File: config.mk
export PLATFORM = sky130hd
export DESIGN_NAME = vga_timing_gen
export DESIGN_NICKNAME = d
export VERILOG_FILES = /design/src/rtl/vga_timing_gen.sv
export SDC_FILE = /design/constraint.sdc
export NUM_CORES = 1
export LEC_CHECK = 0
export BUFFER_PORTS_ARGS = -buffer_cell sky130_fd_sc_hd__buf_4
export CORE_ASPECT_RATIO = 1.2
export CORE_MARGIN = 2
export CORE_UTILIZATION = 51
export CTS_CLUSTER_DIAMETER = 120
export DETAILED_ROUTE_END_ITERATION = 12
export HOLD_SLACK_MARGIN = 0.02
export PLACE_DENSITY = 0.79
export SLEW_MARGIN = 20
export SYNTH_ARGS = -nofsm -noshare
export SYNTH_HDL_FRONTEND = slang
export SYNTH_SLANG_ARGS = --single-unit
export TNS_END_PERCENT = 30
File: constraint.sdc
create_clock -name clk -period 1.9 [get_ports clk]
set_clock_uncertainty 0.1 [all_clocks]
set_input_delay 0.095 -clock clk [delete_from_list [all_inputs] [get_ports clk]]
set_output_delay 0.095 -clock clk [all_outputs]
set_load 0.01 [all_outputs]
File: src/rtl/vga_timing_gen.sv
// VGA raster timing: pixel-rate divider, x/y scan counters, and registered
// sync/RGB outputs that lag x/y by one pixel to match the encoder's latency.
module vga_timing_gen #(
    parameter int unsigned CLK_DIV  = 4,
    parameter int unsigned H_ACT    = 640,
    parameter int unsigned H_FP     = 16,
    parameter int unsigned H_SYNC   = 96,
    parameter int unsigned H_BP     = 48,
    parameter int unsigned V_ACT    = 480,
    parameter int unsigned V_FP     = 10,
    parameter int unsigned V_SYNC   = 2,
    parameter int unsigned V_BP     = 33,
    parameter logic [11:0] FG_COLOR = 12'hFFF
) (
    input  logic        clk,
    input  logic        rst,
    input  logic        px_data,
    output logic [10:0] x,
    output logic [10:0] y,
    output logic        px_tick,
    output logic        frame_tick,
    output logic        video_on,
    output logic        hsync,
    output logic        vsync,
    output logic [3:0]  vga_r,
    output logic [3:0]  vga_g,
    output logic [3:0]  vga_b
);

    localparam logic [3:0]  DIV_LAST  = 4'(CLK_DIV - 1);
    localparam logic [10:0] H_ACT_W   = 11'(H_ACT);
    localparam logic [10:0] V_ACT_W   = 11'(V_ACT);
    localparam logic [10:0] H_SYNC_LO = 11'(H_ACT + H_FP);
    localparam logic [10:0] H_SYNC_HI = 11'(H_ACT + H_FP + H_SYNC);
    localparam logic [10:0] V_SYNC_LO = 11'(V_ACT + V_FP);
    localparam logic [10:0] V_SYNC_HI = 11'(V_ACT + V_FP + V_SYNC);
    localparam logic [10:0] H_LAST    = 11'(H_ACT + H_FP + H_SYNC + H_BP - 1);
    localparam logic [10:0] V_LAST    = 11'(V_ACT + V_FP + V_SYNC + V_BP - 1);

    logic [3:0]  div_cnt_q, div_cnt_d;
    logic [10:0] x_q, x_d;
    logic [10:0] y_q, y_d;
    logic        hs_q, hs_d;
    logic        vs_q, vs_d;
    logic [11:0] rgb_q, rgb_d;
    logic        hs_raw;
    logic        vs_raw;
    logic        x_last;
    logic        y_last;

    always_comb begin
        px_tick    = (div_cnt_q == DIV_LAST);
        x_last     = (x_q == H_LAST);
        y_last     = (y_q == V_LAST);
        frame_tick = px_tick && x_last && y_last;
        video_on   = (x_q < H_ACT_W) && (y_q < V_ACT_W);
        hs_raw     = !((x_q >= H_SYNC_LO) && (x_q < H_SYNC_HI));
        vs_raw     = !((y_q >= V_SYNC_LO) && (y_q < V_SYNC_HI));
    end

    always_comb begin
        div_cnt_d = px_tick ? '0 : div_cnt_q + 4'd1;
        x_d       = x_q;
        y_d       = y_q;
        hs_d      = hs_q;
        vs_d      = vs_q;
        rgb_d     = rgb_q;
        if (px_tick) begin
            x_d   = x_last ? '0 : x_q + 11'd1;
            if (x_last) begin
                y_d = y_last ? '0 : y_q + 11'd1;
            end
            // px_data is sampled here, on the last clock of the pixel, so the
            // registered colour lines up with the sync outputs one pixel later.
            hs_d  = hs_raw;
            vs_d  = vs_raw;
            rgb_d = (video_on && px_data) ? FG_COLOR : '0;
        end
    end

    always_ff @(posedge clk or negedge rst) begin
        if (!rst) begin
            div_cnt_q <= '0;
            x_q       <= '0;
            y_q       <= '0;
            hs_q      <= 1'b1;
            vs_q      <= 1'b1;
            rgb_q     <= '0;
        end else begin
            div_cnt_q <= div_cnt_d;
            x_q       <= x_d;
            y_q       <= y_d;
            hs_q      <= hs_d;
            vs_q      <= vs_d;
            rgb_q     <= rgb_d;
        end
    end

    assign x     = x_q;
    assign y     = y_q;
    assign hsync = hs_q;
    assign vsync = vs_q;
    assign vga_r = rgb_q[11:8];
    assign vga_g = rgb_q[7:4];
    assign vga_b = rgb_q[3:0];

endmodule
# Word-level counts from Yosys, hierarchy flattened

Index checks and enable logic that the tools add are counted.

Flip-flop bits (word level): 40
Bits of input ports: 3

$add $sub $neg: 3
$lt $le $gt $ge: 6
Eq/ne operators: 3
Muxes and demuxes: 4
Reduce and logical (&&, ||, !) cells: 9

Operators by type and width:

| cell                                                                                  | number |
|---|---|
| 11-bit by 1-bit adder with 11-bit output, second input constant                       | 2 |
| 11-bit by 10-bit equality test with 1-bit output, second input constant               | 2 |
| 11-bit by 10-bit < comparator with 1-bit output, second input constant                | 2 |
| 11-bit by 9-bit < comparator with 1-bit output, second input constant                 | 2 |
| 11-bit two-way mux                                                                    | 2 |
| 12-bit two-way mux                                                                    | 1 |
| 11-bit by 10-bit greater-or-equal comparator with 1-bit output, second input constant | 1 |
| 11-bit by 9-bit greater-or-equal comparator with 1-bit output, second input constant  | 1 |
| 1-bit logical AND                                                                     | 6 |
| 4-bit by 1-bit adder with 4-bit output, second input constant                         | 1 |
| 4-bit by 2-bit equality test with 1-bit output, second input constant                 | 1 |
| 4-bit two-way mux                                                                     | 1 |
| 1-bit logical NOT                                                                     | 2 |
| 2-bit AND reduction                                                                   | 1 |

# Depth between registers and ports, before layout

Word-level depth: 4
Depth in mapped cells: 8
Depth with buffers taken out: 6

# Worst setup path after synthesis

Ideal clock, no wire load.

Path kind: reg2reg
Start point: register x_q[0] (netlist: x[0])
End point: register y_q[2] (netlist: y[2])
Setup time: 0.134 ns
Arrival: 1.498 ns
Path slack: 0.168 ns
Stages on the path, launching flop included: 8
Path buffers: 2
Period minus slack after synthesis: 1.732 ns
Path through: dfrtp_1 -> ha_1 -> and3_2 -> and4_1 -> buf_2 -> buf_6 -> a21oi_1 -> a21oi_1

Longest elaborated chain between the ends: 2

RTL lines:

| element                                          | line | RTL |
|---|---|---|
| start: declaration                               | 41   | `logic [10:0] x_q, x_d;` |
| start signal: assignment                         | 84   | `x_q <= '0;` |
| start signal: assignment                         | 91   | `x_q <= x_d;` |
| 11-bit by 10-bit equality test with 1-bit output | 53   | `x_last = (x_q == H_LAST);` |
| 2-bit AND reduction (no source line)             | -    |  |
| end signal: assignment                           | 92   | `y_q <= y_d;` |
| end: declaration                                 | 42   | `logic [10:0] y_q, y_d;` |

Every way passes these cells.
A chain may end at the register's enable or synchronous reset.

# Final worst setup path

Start point: register y_q[6] (netlist: y[6])
End point: output frame_tick

Longest elaborated chain between the ends: 2

RTL lines:

| element                                          | line | RTL |
|---|---|---|
| 11-bit by 10-bit equality test with 1-bit output | 54   | `y_last = (y_q == V_LAST);` |
| 1-bit logical AND                                | 55   | `frame_tick = px_tick && x_last && y_last;` |
| end: declaration                                 | 21   | `output logic frame_tick,` |

Every way passes these cells.

==> impl_metrics.csv <==
group,metric,value,unit
global_routing,grt_max_degree,30,
cts,numClockSinks,29,
timing,setup_ws,0.08498,ns
worst_setup_path,cp-startpoint,"y[6]$_DFFE_PN0P_",
layout,final_cell_mix,"53 x buf_4, 26 x dfrtp_1, 13 x nand2_1",
placed_design,dp_hpwl,2489,um
synthesis,synth_ff_type,"dfrtp_1",
worst_setup_path,reg2reg_depth,6,
drt,drt_pass1_iterations,4,
placed_design,place_ws,0.07299,ns
layout,multi_input_area,745.7,um2
power_and_ir_drop,fin_total_pwr,1.032,mW
power_and_ir_drop,netSwitchingPower,246.0,uW
synthesis,synth_cell_types,40,
cts,cts-root-buf,"clkbuf_4",
synthesis,netlist_instances,148,
die,ios,42,
die,rows,21,
drt,vias,1313,
synthesis,async_flop_share,100.0,%
global_routing,grt_pass1_vias,1260,
die,fp.dieH,64.40,um
layout,area_delta_synth_final,29.38,%
cts,cts_buffers,5,
timing,finalCritPeriodShare,95.53,%
flow_run,maxCapViolations,0,
placed_design,gp_congestion,0.8242,
timing,fin_crit,1.815,ns
die,start_util,54.63,%
worst_setup_path,worstSetupPathType,"flop to output port",
worst_setup_path,regToRegStartpoint,"div_cnt_q[0]$_DFF_PN0_",
layout,final_common_cell,"buf_4",
global_routing,grt_pass1_wl,5706,um
drt,viasPerCell,5.684,
power_and_ir_drop,seq_power_share,60.2,%
die,core,0.002838,mm2
timing,rsz0062_at_grt,"yes",
layout,nFillCells,221,
layout,finalNonFillerCells,231,
synthesis,syn_area,0.001550,mm2
timing,fmax,0.5510,GHz
worst_setup_path,cp.arrival,1.62,ns
power_and_ir_drop,clkPwrFrac,35.4,%
synthesis,synthTopCellsByArea,"dfrtp_1 44%, buf_4 5.3%, xnor2_1 4.5%",
power_and_ir_drop,switching_share,23.84,%
synthesis,synthesis.nets,155,
timing,worst_hold_slack,0.1080,ns
min_path,hold_class,"primary input to asynchronous set/reset pin",
placed_design,placed_area,0.001864,mm2
synthesis,syn_avg_cell_area,10.47,um2
global_routing,overflow,0,
power_and_ir_drop,power.leakage,0.9866,nW
worst_setup_path,reg2reg_to,"y[4]$_DFFE_PN0P_",
worst_setup_path,cp.required,1.70,ns
synthesis,ys_warn_count,0,
power_and_ir_drop,pwr-share-comb,4.3,%
drt,drt_iter0_drc,42,
cts,cts_tree,"done",
power_and_ir_drop,p_per_area,514.4,mW/mm2
layout,regArea,729.5,um2
die,die-area,0.003499,mm2
die,die_w,54.33,um
status,status,"finished clean",
drt,drtAntennaViolNets,0,
timing,worst_pin_slew,0.3646,ns
layout,n_antenna_cell,0,
drt,drc_errors,0,
worst_setup_path,r2r_setup_slack,0.11,ns
timing,slew_violations,0,
layout,fin_area,0.002006,mm2
synthesis,synth_area_leader_cell,"dfrtp_1",
cts,clk_pin_slew,0.09,ns
synthesis,synth_seq_area_share,46.97,%
cts,ctsHtreeMaxLevel,2,
timing,hold_viol,0,
layout,final_util,70.68,%
synthesis,synth_seq_cells,29,
global_routing,grt_util_all_layers,23.29,%
drt,wl,3541,um
synthesis,synth-edff-count,0,
worst_setup_path,critPathLaunchType,"flop",
worst_setup_path,crit_path_end_kind,"output port",
global_routing,antenna_found_initial,0,
timing,finalSetupTns,0,ns
worst_setup_path,cp_max_fo,6,
power_and_ir_drop,ir_drop,0.3570,mV
cts,clockBufferDepth,2,
placed_design,dp.cells,218,
synthesis,netlist.area_leader.share,43.58,%
layout,nNetsFinal,203,
timing,setup_viol,0,
cts,clk_latency,0.34,ns
placed_design,port_buffers,41,
drt,wl_per_cell,15.33,um
timing,slew_headroom,75.69,%
layout,drive_gt1_share,39.59,%
worst_setup_path,crit_end,"frame_tick",
power_and_ir_drop,intPower,785.8,uW
layer usage:
layer / vias up / share of wire [%] / GRT usage [%]
met2: 55 / 52 / 36.30
met1: 633 / 38 / 27.94
met5: - / 0 / 0
met3: 8 / 6.5 / 4.907
met4: 0 / 2.8 / 15.31
li1: 617 / - / -
flip-flops by register name, summed over array words and instances (netlist names):
signal,count
div_cnt_q,4
hsync,1
rgb_q,1
vsync,1
x,11
y,11
critical path, cell delays in order (launching register included):
cell     delay, ns
dfrtp_1       0.48
nor4b_4       0.33
nand4_1       0.19
nor2_1        0.14
buf_4         0.13
synthesized netlist by cell type, types with 5 or more instances:
master and n:
xor2_1 5, nand4_1 5, xnor2_1 8, nand3_1 10
dfrtp_1 27, and3_1 5, nor2_1 8, buf_4 11
o21ai_0 5, nand2_1 13
power groups by stage:
stage          clock network [mW]  registers, mW  logic [mW]
4_1_cts                     0.378          0.621      0.0461
3_3_place_gp                    0          0.633      0.0429
2_1_floorplan                   0          0.634      0.0240
3_5_place_dp                    0          0.634      0.0428
6_report                    0.366          0.621      0.0449
5_1_grt                     0.402          0.622      0.0511
worst min-delay path by stage:
| stage | start | to | slack [ns] | depth (start not counted) |
|---|---|---|---|---|
| final | rst | div_cnt_q[0]$_DFF_PN0_ | 0.11 | 2 |
| after global routing | rst | x[10]$_DFFE_PN0N_ | 0.14 | 2 |
| after CTS | rst | div_cnt_q[0]$_DFF_PN0_ | 0.1 | 2 |
| after detailed placement | rst | div_cnt_q[2]$_DFF_PN0_ | -0.06 | 1 |
| after global placement | rst | div_cnt_q[3]$_DFF_PN0_ | -0.06 | 1 |
| after floorplan | rst | div_cnt_q[0]$_DFF_PN0_ | -0.30 | 0 |
area by class of cell:
| cell class | instances | share of cell area [%] |
|---|---|---|
| clock buffers | 8 | 2.433 |
| inverters | 5 | 1.061 |
| multi-input cells | 100 | 37.18 |
| flip-flops and latches | 29 | 36.37 |
| well taps | 34 | 2.121 |
| repair buffers | 55 | 20.84 |
kinds of logic (layout without fill, tap and decap cells):
family	count (synthesis)	count (layout)	synth area share [%]
multiplexers	1	1	0.6457
XOR/XNOR	13	13	7.345
AND/OR/NAND/NOR	62	62	25.75
AO/OA/AOI/OAI	20	20	8.152
buffers and inverters	19	68	7.910
flip-flops	29	29	46.97
adder cells (fa/ha/maj)	4	4	3.229
timing repair:
item | CTS | global route
hold endpoints to repair | 30 | 0
pin swaps | 1 | 2
gates cloned | 0 | 0
setup buffers | 2 | 1
hold buffers | 2 | 0
setup endpoints to repair | 1 | 13
gates resized for setup | 1 | 10
Power figures use the tool's default switching activity.
